## config.mk

```make
export PLATFORM = sky130hd
export DESIGN_NAME = can_traffic_gen_flat
export DESIGN_NICKNAME = d
export VERILOG_FILES = /design/src/rtl/can_traffic_gen_if.sv /design/src/rtl/can_traffic_gen.sv /design/src/flat_wrapper.sv
export SDC_FILE = /design/constraint.sdc
export NUM_CORES = 1
export LEC_CHECK = 0
export ABC_AREA = 1
export BUFFER_PORTS_ARGS = -buffer_cell sky130_fd_sc_hd__buf_2
export CAP_MARGIN = 5
export CELL_PAD_IN_SITES_DETAIL_PLACEMENT = 0
export CELL_PAD_IN_SITES_GLOBAL_PLACEMENT = 2
export CORE_MARGIN = 2
export CORE_UTILIZATION = 34
export DETAILED_ROUTE_END_ITERATION = 16
export PLACE_DENSITY = 0.94
export SLEW_MARGIN = 20
export SYNTH_ARGS = -nofsm -noshare
export SYNTH_HDL_FRONTEND = slang
export SYNTH_SLANG_ARGS = --single-unit
export TNS_END_PERCENT = 10
```

## constraint.sdc

```tcl
create_clock -name clk_i -period 16.34 [get_ports clk_i]
set_input_delay 3.268 -clock clk_i [delete_from_list [all_inputs] [get_ports clk_i]]
set_output_delay 3.268 -clock clk_i [all_outputs]
set_load 0.02 [all_outputs]
```

## src/rtl/can_traffic_gen_if.sv

```systemverilog
// Transmit-request / receive bundle between the traffic generator and the CAN core.
//   master : generator side (drives id/data/strobe, observes result pulses and rx)
//   slave  : CAN core side
// Signal names keep the generator-relative _o/_i suffixes so existing board
// wrappers map one-to-one onto the bundle.
interface can_traffic_gen_if;
  logic [10:0] tx_id_o;
  logic [63:0] tx_data_o;
  logic        tx_start_strobe_o;
  logic        tx_succeed_i;
  logic        tx_failed_i;
  logic [79:0] rx_data_i;
  logic        rx_dvalid_i;

  modport master (
    output tx_id_o, tx_data_o, tx_start_strobe_o,
    input  tx_succeed_i, tx_failed_i, rx_data_i, rx_dvalid_i
  );

  modport slave (
    input  tx_id_o, tx_data_o, tx_start_strobe_o,
    output tx_succeed_i, tx_failed_i, rx_data_i, rx_dvalid_i
  );
endinterface

```

## src/rtl/can_traffic_gen.sv

```systemverilog
// Periodic CAN traffic generator with retry/timeout handling and a receive monitor.
// Ports:
//   clk_i, rst_i      clock, asynchronous active-high reset
//   enable_i          enables tick generation and new frame starts
//   mode_i            payload pattern: 0/3 counter, 1 ramp, 2 LFSR
//   can_if (master)   tx id/data/strobe to the core, result pulses and rx from it
//   busy_o            FSM not idle
//   fail_flag_o       sticky drop indication, cleared by the next success
//   tx_ok_cnt_o, tx_fail_cnt_o, drop_cnt_o, missed_cnt_o, rx_cnt_o
//                     saturating 16-bit statistics
//   rx_last_byte_o    low byte of the most recent received frame
module can_traffic_gen #(
  parameter int unsigned PERIOD_CYCLES  = 500000,
  parameter int unsigned NUM_IDS        = 4,
  parameter logic [10:0] ID_BASE        = 11'h350,
  parameter int unsigned MAX_RETRY      = 2,
  parameter int unsigned TIMEOUT_CYCLES = 100000
) (
  input  logic                clk_i,
  input  logic                rst_i,
  input  logic                enable_i,
  input  logic [1:0]          mode_i,
  can_traffic_gen_if.master   can_if,
  output logic                busy_o,
  output logic                fail_flag_o,
  output logic [15:0]         tx_ok_cnt_o,
  output logic [15:0]         tx_fail_cnt_o,
  output logic [15:0]         drop_cnt_o,
  output logic [15:0]         missed_cnt_o,
  output logic [15:0]         rx_cnt_o,
  output logic [7:0]          rx_last_byte_o
);

  localparam int unsigned PER_W = (PERIOD_CYCLES  > 2) ? $clog2(PERIOD_CYCLES)  : 1;
  localparam int unsigned CH_W  = (NUM_IDS        > 2) ? $clog2(NUM_IDS)        : 1;
  localparam int unsigned RT_W  = (MAX_RETRY      > 1) ? $clog2(MAX_RETRY + 1)  : 1;
  localparam int unsigned TO_W  = (TIMEOUT_CYCLES > 2) ? $clog2(TIMEOUT_CYCLES) : 1;

  typedef enum logic [1:0] {IDLE, LOAD, START, WAIT} state_e;

  state_e             state_q, state_d;
  logic [PER_W-1:0]   per_cnt_q, per_cnt_d;
  logic               pending_q, pending_d;
  logic [15:0]        seq_q, seq_d;
  logic [CH_W-1:0]    ch_q, ch_d;
  logic [15:0]        lfsr_q, lfsr_d;
  logic [RT_W-1:0]    retry_q, retry_d;
  logic [TO_W-1:0]    to_cnt_q, to_cnt_d;
  logic [10:0]        id_q, id_d;
  logic [63:0]        data_q, data_d;
  logic               strobe_q, strobe_d;
  logic               fail_flag_q, fail_flag_d;
  logic [15:0]        ok_q, ok_d;
  logic [15:0]        fail_q, fail_d;
  logic [15:0]        drop_q, drop_d;
  logic [15:0]        missed_q, missed_d;
  logic [15:0]        rx_cnt_q, rx_cnt_d;
  logic [7:0]         rx_last_q, rx_last_d;

  logic tick, consume, advance, timeout;
  logic unused_rx;

  assign unused_rx = ^can_if.rx_data_i[79:8];

  function automatic logic [15:0] sat_inc(input logic [15:0] v);
    return (v == 16'hFFFF) ? v : v + 16'd1;
  endfunction

  always_comb begin
    state_d     = state_q;
    per_cnt_d   = per_cnt_q;
    pending_d   = pending_q;
    seq_d       = seq_q;
    ch_d        = ch_q;
    lfsr_d      = lfsr_q;
    retry_d     = retry_q;
    to_cnt_d    = to_cnt_q;
    id_d        = id_q;
    data_d      = data_q;
    fail_flag_d = fail_flag_q;
    ok_d        = ok_q;
    fail_d      = fail_q;
    drop_d      = drop_q;
    missed_d    = missed_q;
    rx_cnt_d    = rx_cnt_q;
    rx_last_d   = rx_last_q;
    advance     = 1'b0;

    tick    = enable_i && (per_cnt_q == PER_W'(PERIOD_CYCLES - 1));
    consume = (state_q == IDLE) && pending_q && enable_i;
    timeout = (to_cnt_q == TO_W'(TIMEOUT_CYCLES - 1));

    if (!enable_i)  per_cnt_d = '0;
    else if (tick)  per_cnt_d = '0;
    else            per_cnt_d = per_cnt_q + PER_W'(1);

    // A tick arriving in the same cycle the previous one is consumed re-arms
    // pending without counting as missed.
    if (consume) pending_d = 1'b0;
    if (tick) begin
      if (pending_q && !consume) missed_d = sat_inc(missed_q);
      pending_d = 1'b1;
    end
    if (!enable_i) pending_d = 1'b0;

    case (state_q)
      IDLE: begin
        if (consume) state_d = LOAD;
      end
      LOAD: begin
        id_d = ID_BASE + 11'(ch_q);
        case (mode_i)
          2'd1: begin
            for (int unsigned i = 0; i < 8; i++) data_d[8*i +: 8] = seq_q[7:0] + 8'(i);
          end
          2'd2:    data_d = {4{lfsr_q}};
          default: data_d = {8{seq_q[7:0]}};
        endcase
        retry_d = '0;
        state_d = START;
      end
      START: begin
        to_cnt_d = '0;
        state_d  = WAIT;
      end
      WAIT: begin
        to_cnt_d = to_cnt_q + TO_W'(1);
        if (can_if.tx_succeed_i) begin
          ok_d        = sat_inc(ok_q);
          fail_flag_d = 1'b0;
          advance     = 1'b1;
          state_d     = IDLE;
        end else if (can_if.tx_failed_i || timeout) begin
          fail_d = sat_inc(fail_q);
          if (retry_q < RT_W'(MAX_RETRY)) begin
            retry_d = retry_q + RT_W'(1);
            state_d = START;
          end else begin
            drop_d      = sat_inc(drop_q);
            fail_flag_d = 1'b1;
            advance     = 1'b1;
            state_d     = IDLE;
          end
        end
      end
      default: state_d = IDLE;
    endcase

    if (advance) begin
      seq_d  = seq_q + 16'd1;
      ch_d   = (ch_q == CH_W'(NUM_IDS - 1)) ? '0 : ch_q + CH_W'(1);
      lfsr_d = {1'b0, lfsr_q[15:1]} ^ (lfsr_q[0] ? 16'hB400 : 16'h0000);
    end

    // Registered strobe: high exactly for the cycle spent in START.
    strobe_d = (state_d == START);

    if (can_if.rx_dvalid_i) begin
      rx_cnt_d  = sat_inc(rx_cnt_q);
      rx_last_d = can_if.rx_data_i[7:0];
    end
  end

  always_ff @(posedge clk_i or posedge rst_i) begin
    if (rst_i) begin
      state_q     <= IDLE;
      per_cnt_q   <= '0;
      pending_q   <= 1'b0;
      seq_q       <= '0;
      ch_q        <= '0;
      lfsr_q      <= 16'hACE1;
      retry_q     <= '0;
      to_cnt_q    <= '0;
      id_q        <= ID_BASE;
      data_q      <= '0;
      strobe_q    <= 1'b0;
      fail_flag_q <= 1'b0;
      ok_q        <= '0;
      fail_q      <= '0;
      drop_q      <= '0;
      missed_q    <= '0;
      rx_cnt_q    <= '0;
      rx_last_q   <= '0;
    end else begin
      state_q     <= state_d;
      per_cnt_q   <= per_cnt_d;
      pending_q   <= pending_d;
      seq_q       <= seq_d;
      ch_q        <= ch_d;
      lfsr_q      <= lfsr_d;
      retry_q     <= retry_d;
      to_cnt_q    <= to_cnt_d;
      id_q        <= id_d;
      data_q      <= data_d;
      strobe_q    <= strobe_d;
      fail_flag_q <= fail_flag_d;
      ok_q        <= ok_d;
      fail_q      <= fail_d;
      drop_q      <= drop_d;
      missed_q    <= missed_d;
      rx_cnt_q    <= rx_cnt_d;
      rx_last_q   <= rx_last_d;
    end
  end

  assign can_if.tx_id_o           = id_q;
  assign can_if.tx_data_o         = data_q;
  assign can_if.tx_start_strobe_o = strobe_q;
  assign busy_o                   = (state_q != IDLE);
  assign fail_flag_o              = fail_flag_q;
  assign tx_ok_cnt_o              = ok_q;
  assign tx_fail_cnt_o            = fail_q;
  assign drop_cnt_o               = drop_q;
  assign missed_cnt_o             = missed_q;
  assign rx_cnt_o                 = rx_cnt_q;
  assign rx_last_byte_o           = rx_last_q;

endmodule
```

## src/flat_wrapper.sv

```systemverilog
// flat-port wrapper written by rule: the top's interface ports become plain ports
module can_traffic_gen_flat 
#(
  parameter int unsigned PERIOD_CYCLES  = 500000,
  parameter int unsigned NUM_IDS        = 4,
  parameter logic [10:0] ID_BASE        = 11'h350,
  parameter int unsigned MAX_RETRY      = 2,
  parameter int unsigned TIMEOUT_CYCLES = 100000
)
  (clk_i, rst_i, enable_i, mode_i, busy_o, fail_flag_o, tx_ok_cnt_o, tx_fail_cnt_o, drop_cnt_o, missed_cnt_o, rx_cnt_o, rx_last_byte_o, can_if_tx_id_o, can_if_tx_data_o, can_if_tx_start_strobe_o, can_if_tx_succeed_i, can_if_tx_failed_i, can_if_rx_data_i, can_if_rx_dvalid_i);
  can_traffic_gen_if can_if_i ();
  input  logic clk_i;
  input  logic rst_i;
  input  logic enable_i;
  input  logic [1:0] mode_i;
  output logic busy_o;
  output logic fail_flag_o;
  output logic [15:0] tx_ok_cnt_o;
  output logic [15:0] tx_fail_cnt_o;
  output logic [15:0] drop_cnt_o;
  output logic [15:0] missed_cnt_o;
  output logic [15:0] rx_cnt_o;
  output logic [7:0] rx_last_byte_o;
  output wire logic [$bits(can_if_i.tx_id_o)-1:0] can_if_tx_id_o;
  output wire logic [$bits(can_if_i.tx_data_o)-1:0] can_if_tx_data_o;
  output wire logic [$bits(can_if_i.tx_start_strobe_o)-1:0] can_if_tx_start_strobe_o;
  input wire logic [$bits(can_if_i.tx_succeed_i)-1:0] can_if_tx_succeed_i;
  input wire logic [$bits(can_if_i.tx_failed_i)-1:0] can_if_tx_failed_i;
  input wire logic [$bits(can_if_i.rx_data_i)-1:0] can_if_rx_data_i;
  input wire logic [$bits(can_if_i.rx_dvalid_i)-1:0] can_if_rx_dvalid_i;
  assign can_if_tx_id_o = can_if_i.tx_id_o;
  assign can_if_tx_data_o = can_if_i.tx_data_o;
  assign can_if_tx_start_strobe_o = can_if_i.tx_start_strobe_o;
  assign can_if_i.tx_succeed_i = can_if_tx_succeed_i;
  assign can_if_i.tx_failed_i = can_if_tx_failed_i;
  assign can_if_i.rx_data_i = can_if_rx_data_i;
  assign can_if_i.rx_dvalid_i = can_if_rx_dvalid_i;
  can_traffic_gen #(.PERIOD_CYCLES(PERIOD_CYCLES), .NUM_IDS(NUM_IDS), .ID_BASE(ID_BASE), .MAX_RETRY(MAX_RETRY), .TIMEOUT_CYCLES(TIMEOUT_CYCLES)) u_core (.clk_i(clk_i), .rst_i(rst_i), .enable_i(enable_i), .mode_i(mode_i), .can_if(can_if_i), .busy_o(busy_o), .fail_flag_o(fail_flag_o), .tx_ok_cnt_o(tx_ok_cnt_o), .tx_fail_cnt_o(tx_fail_cnt_o), .drop_cnt_o(drop_cnt_o), .missed_cnt_o(missed_cnt_o), .rx_cnt_o(rx_cnt_o), .rx_last_byte_o(rx_last_byte_o));
endmodule
```

==> impl_results.md <==
* Cells after Synth at around 1,500
* Power per cell area at about 140 nW/um^2
* Synthesized area at 11,800 um^2
* Root Driver: clkbuf_16
* Layout Skew at roughly 14 ps
* FF-to-FF path depth at 6
* Max FO, Critical Path at 14
* N_diodes at 0
* Number of synthesized flops with an enable pin at 0
* Initial core utilization at 34.4%
* Post-synthesis area per instance at 7.69 um^2
* # clock sinks at roughly 210
* Maxcap violations at 0
* Outcome: complete, no violations
* CP required at approximately 13,000 ps
* Synth async-reset ratio at 100%
* Remaining antenna violation count at 0
* Initial antenna violation count at 1
* # IOs at around 250
* Slew HR at roughly 29%
* 1st-pass router iterations at 7
* # port buffers at around 170
* H-tree levels at 1
* WS Path Type: flop to output port
* Placed Area at ~13,000 um^2
* Nets@finish at ~1,800
* Final TNS setup at 0 ps
* Skew-Pair Late Insertion Delay at 540 ps
* Core ar. at around 34,000 um^2
* Overall routing resource usage at approximately 17%
* Reg-to-reg endpoint: u_core.drop_cnt_o[2]
* Worst vdd ir at 0.0846 mV
* Most frequent cells in the layout: nand2_1 (463), dfrtp_1 (205), nor2_1 (193), buf_2 (172), nand3_1 (119)
* DP Wirelength at approximately 22 mm
* First-pass GRT wire length at around 52 mm
* Hold Vio Cnt, Final at 0
* Most common library cell in the layout ignoring fill and taps: nand2_1
* Fin crit share at roughly 30%
* Worst Hold End: u_core.per_cnt_q[0]
* Die footprint at 36,400 um^2
* Post-CTS Setup Bufs at 0
* Final Setup Violations at 0
* Drt via density at 4.90
* Sequential share of the synthesized area at 45.1%
* 1st-iter DRT viols at around 620
* Post-layout min period at a little under 5000 ps
* RSZ-0062 raised after global routing: no
* Layout cells sized above 1 at approximately 15%
* Hold Path Cell Cnt at 1
* Largest net degree at the start of global routing at approximately 150
* Routed vias at approximately 11,000
* Slew @ Worst Pin at 1060 ps
* Post-cts resize count at 0
* Fmax at just over 200 MHz
* Worst r2r src: u_core.state_q[1]
* Ys flop type: dfrtp_1
* Hold crit path type: flop to flop
* Total gr overflow at 0
* Leak at between 6 and 7 nW
* Crit. End Element: output port
* Chip Height at approximately 190 um
* CTS Buffer Depth at 3
* Vias in the first global route at between 9,000 and 10,000
* Synth warnings at 0
* Layout area overhead at 16.0%
* CTS tree: built
* Slew Limit Fails at 0
* Worst path arrival time at about 1600 ps
* DRC at 0
* CTS Hold Buffers Added at 0
* Inserted Clock Buffers at 27
* Synthesis-stage register bit count at 213
* WL/cell at roughly 15 um
* Reg2Reg Setup Slack at 13,460 ps
* Count of cell types in the netlist at between 40 and 50
* GP Congestion at ~0.86
* Hold Startpoint: u_core.per_cnt_q[0]
* Worst setup SP type: flop
* Design area at roughly 14,000 um^2
* Core Rows at 68
* Die X-Extent at between 150 and 200 um
* CTS clk-pin slew, worst paths at around 60 ps
* Detailed-route wire length at about 31 mm
## area by class of cell
class                      instances  area, um^2
inverter                         111         429
clock inverter                     5        31.3
fill                            3601       20700
multi-input combinational       1156        5690
clock buffer                      45         793
tap                              455         569
sequential                       213        5340
timing repair buffer             176         891
## per-layer routing
metal / up-vias / wire, um / track usage [%]
li1: 5293 / - / -
met5: - / 13 / 0
met1: 5002 / 14800 / 24.6
met3: 44 / 1860 / 3.07
met4: 2 / 514 / 3.73
met2: 255 / 14200 / 27.1
## critical path, cell delays in order, from the launching register on
cell     delay (ps)
dfrtp_1         540
nor2_1          260
inv_1            80
buf_2           170
## cells by family (layout without fill, tap and decap cells)
group	after synthesis	in the layout	share of synthesized area, %
flops	213	213	45.1
fa+ha+maj	19	19	2.01
mux	8	8	0.760
compound gates	166	166	7.68
simple gates	878	878	31.6
other cells	2	9	0.0634
buf+inv	179	337	7.15
xor+xnor	76	76	5.62
## state kept, by name, summed over array words and instances, names as in the netlist, 16 cells and up
signal,cells
u_core.can_if.tx_data_o,54
u_core.drop_cnt_o,16
u_core.lfsr_q,16
u_core.missed_cnt_o,16
u_core.per_cnt_q,19
u_core.rx_cnt_o,16
u_core.to_cnt_q,17
u_core.tx_fail_cnt_o,16
u_core.tx_ok_cnt_o,16
## report_power, final
| part | leakage (nW) | internal (mW) | switching [mW] | total [mW] |
|---|---|---|---|---|
| Combinational | 3.36 | 0.199 | 0.455 | 0.655 |
| Sequential | 2.76 | 0.643 | 0.120 | 0.762 |
| Clock | 0.400 | 0.328 | 0.228 | 0.557 |
## cell usage after synthesis (all sizes together), types with 5 or more instances
cell | instances | share of area, %
nor3 | 25 | 1.4
buf | 55 | 3.2
nor2 | 198 | 6.4
xnor2 | 33 | 2.4
o211ai | 5 | 0.32
mux2 | 8 | 0.76
nand2 | 471 | 15
xor2 | 43 | 3.2
nand4 | 54 | 2.9
nand3 | 122 | 5.3
dfrtp | 205 | 43
o21ai | 66 | 3.0
a21oi | 73 | 3.1
clkbuf | 13 | 0.41
nand3b | 7 | 0.44
a31oi | 9 | 0.48
ha | 19 | 2.0
dfstp | 8 | 1.8
inv | 107 | 3.4
## metrics by stage
| stage | total power [mW] | instances | util (%) | setup WS (ps) | hold WS [ps] |
|---|---|---|---|---|---|
| after floorplan | 1.22 | 1548 | - | 7260 | 432 |
| after global placement | 1.42 | 2111 | 37.5 | 10920 | 444 |
| after detailed placement | 1.43 | 2111 | 37.5 | 10890 | 453 |
| after CTS | 2.00 | 2161 | 39.9 | 11400 | 461 |
| after global routing | 2.11 | 2161 | 39.9 | 11170 | 503 |
| final | 1.97 | 2161 | 39.9 | 11470 | 456 |
## worst max path at each step
stage | from | end | slack [ps] | depth (start not counted)
floorplan | rst_i | u_core.can_if.tx_data_o[10] | 7260 | 1
global placement | mode_i[0] | u_core.can_if.tx_data_o[44] | 10920 | 9
detailed placement | mode_i[0] | u_core.can_if.tx_data_o[51] | 10890 | 6
CTS | u_core.state_q[1] | busy_o | 11400 | 3
global route | mode_i[0] | u_core.can_if.tx_data_o[19] | 11170 | 6
finish | u_core.state_q[1] | busy_o | 11470 | 3
(Power assumes the default switching activity.)
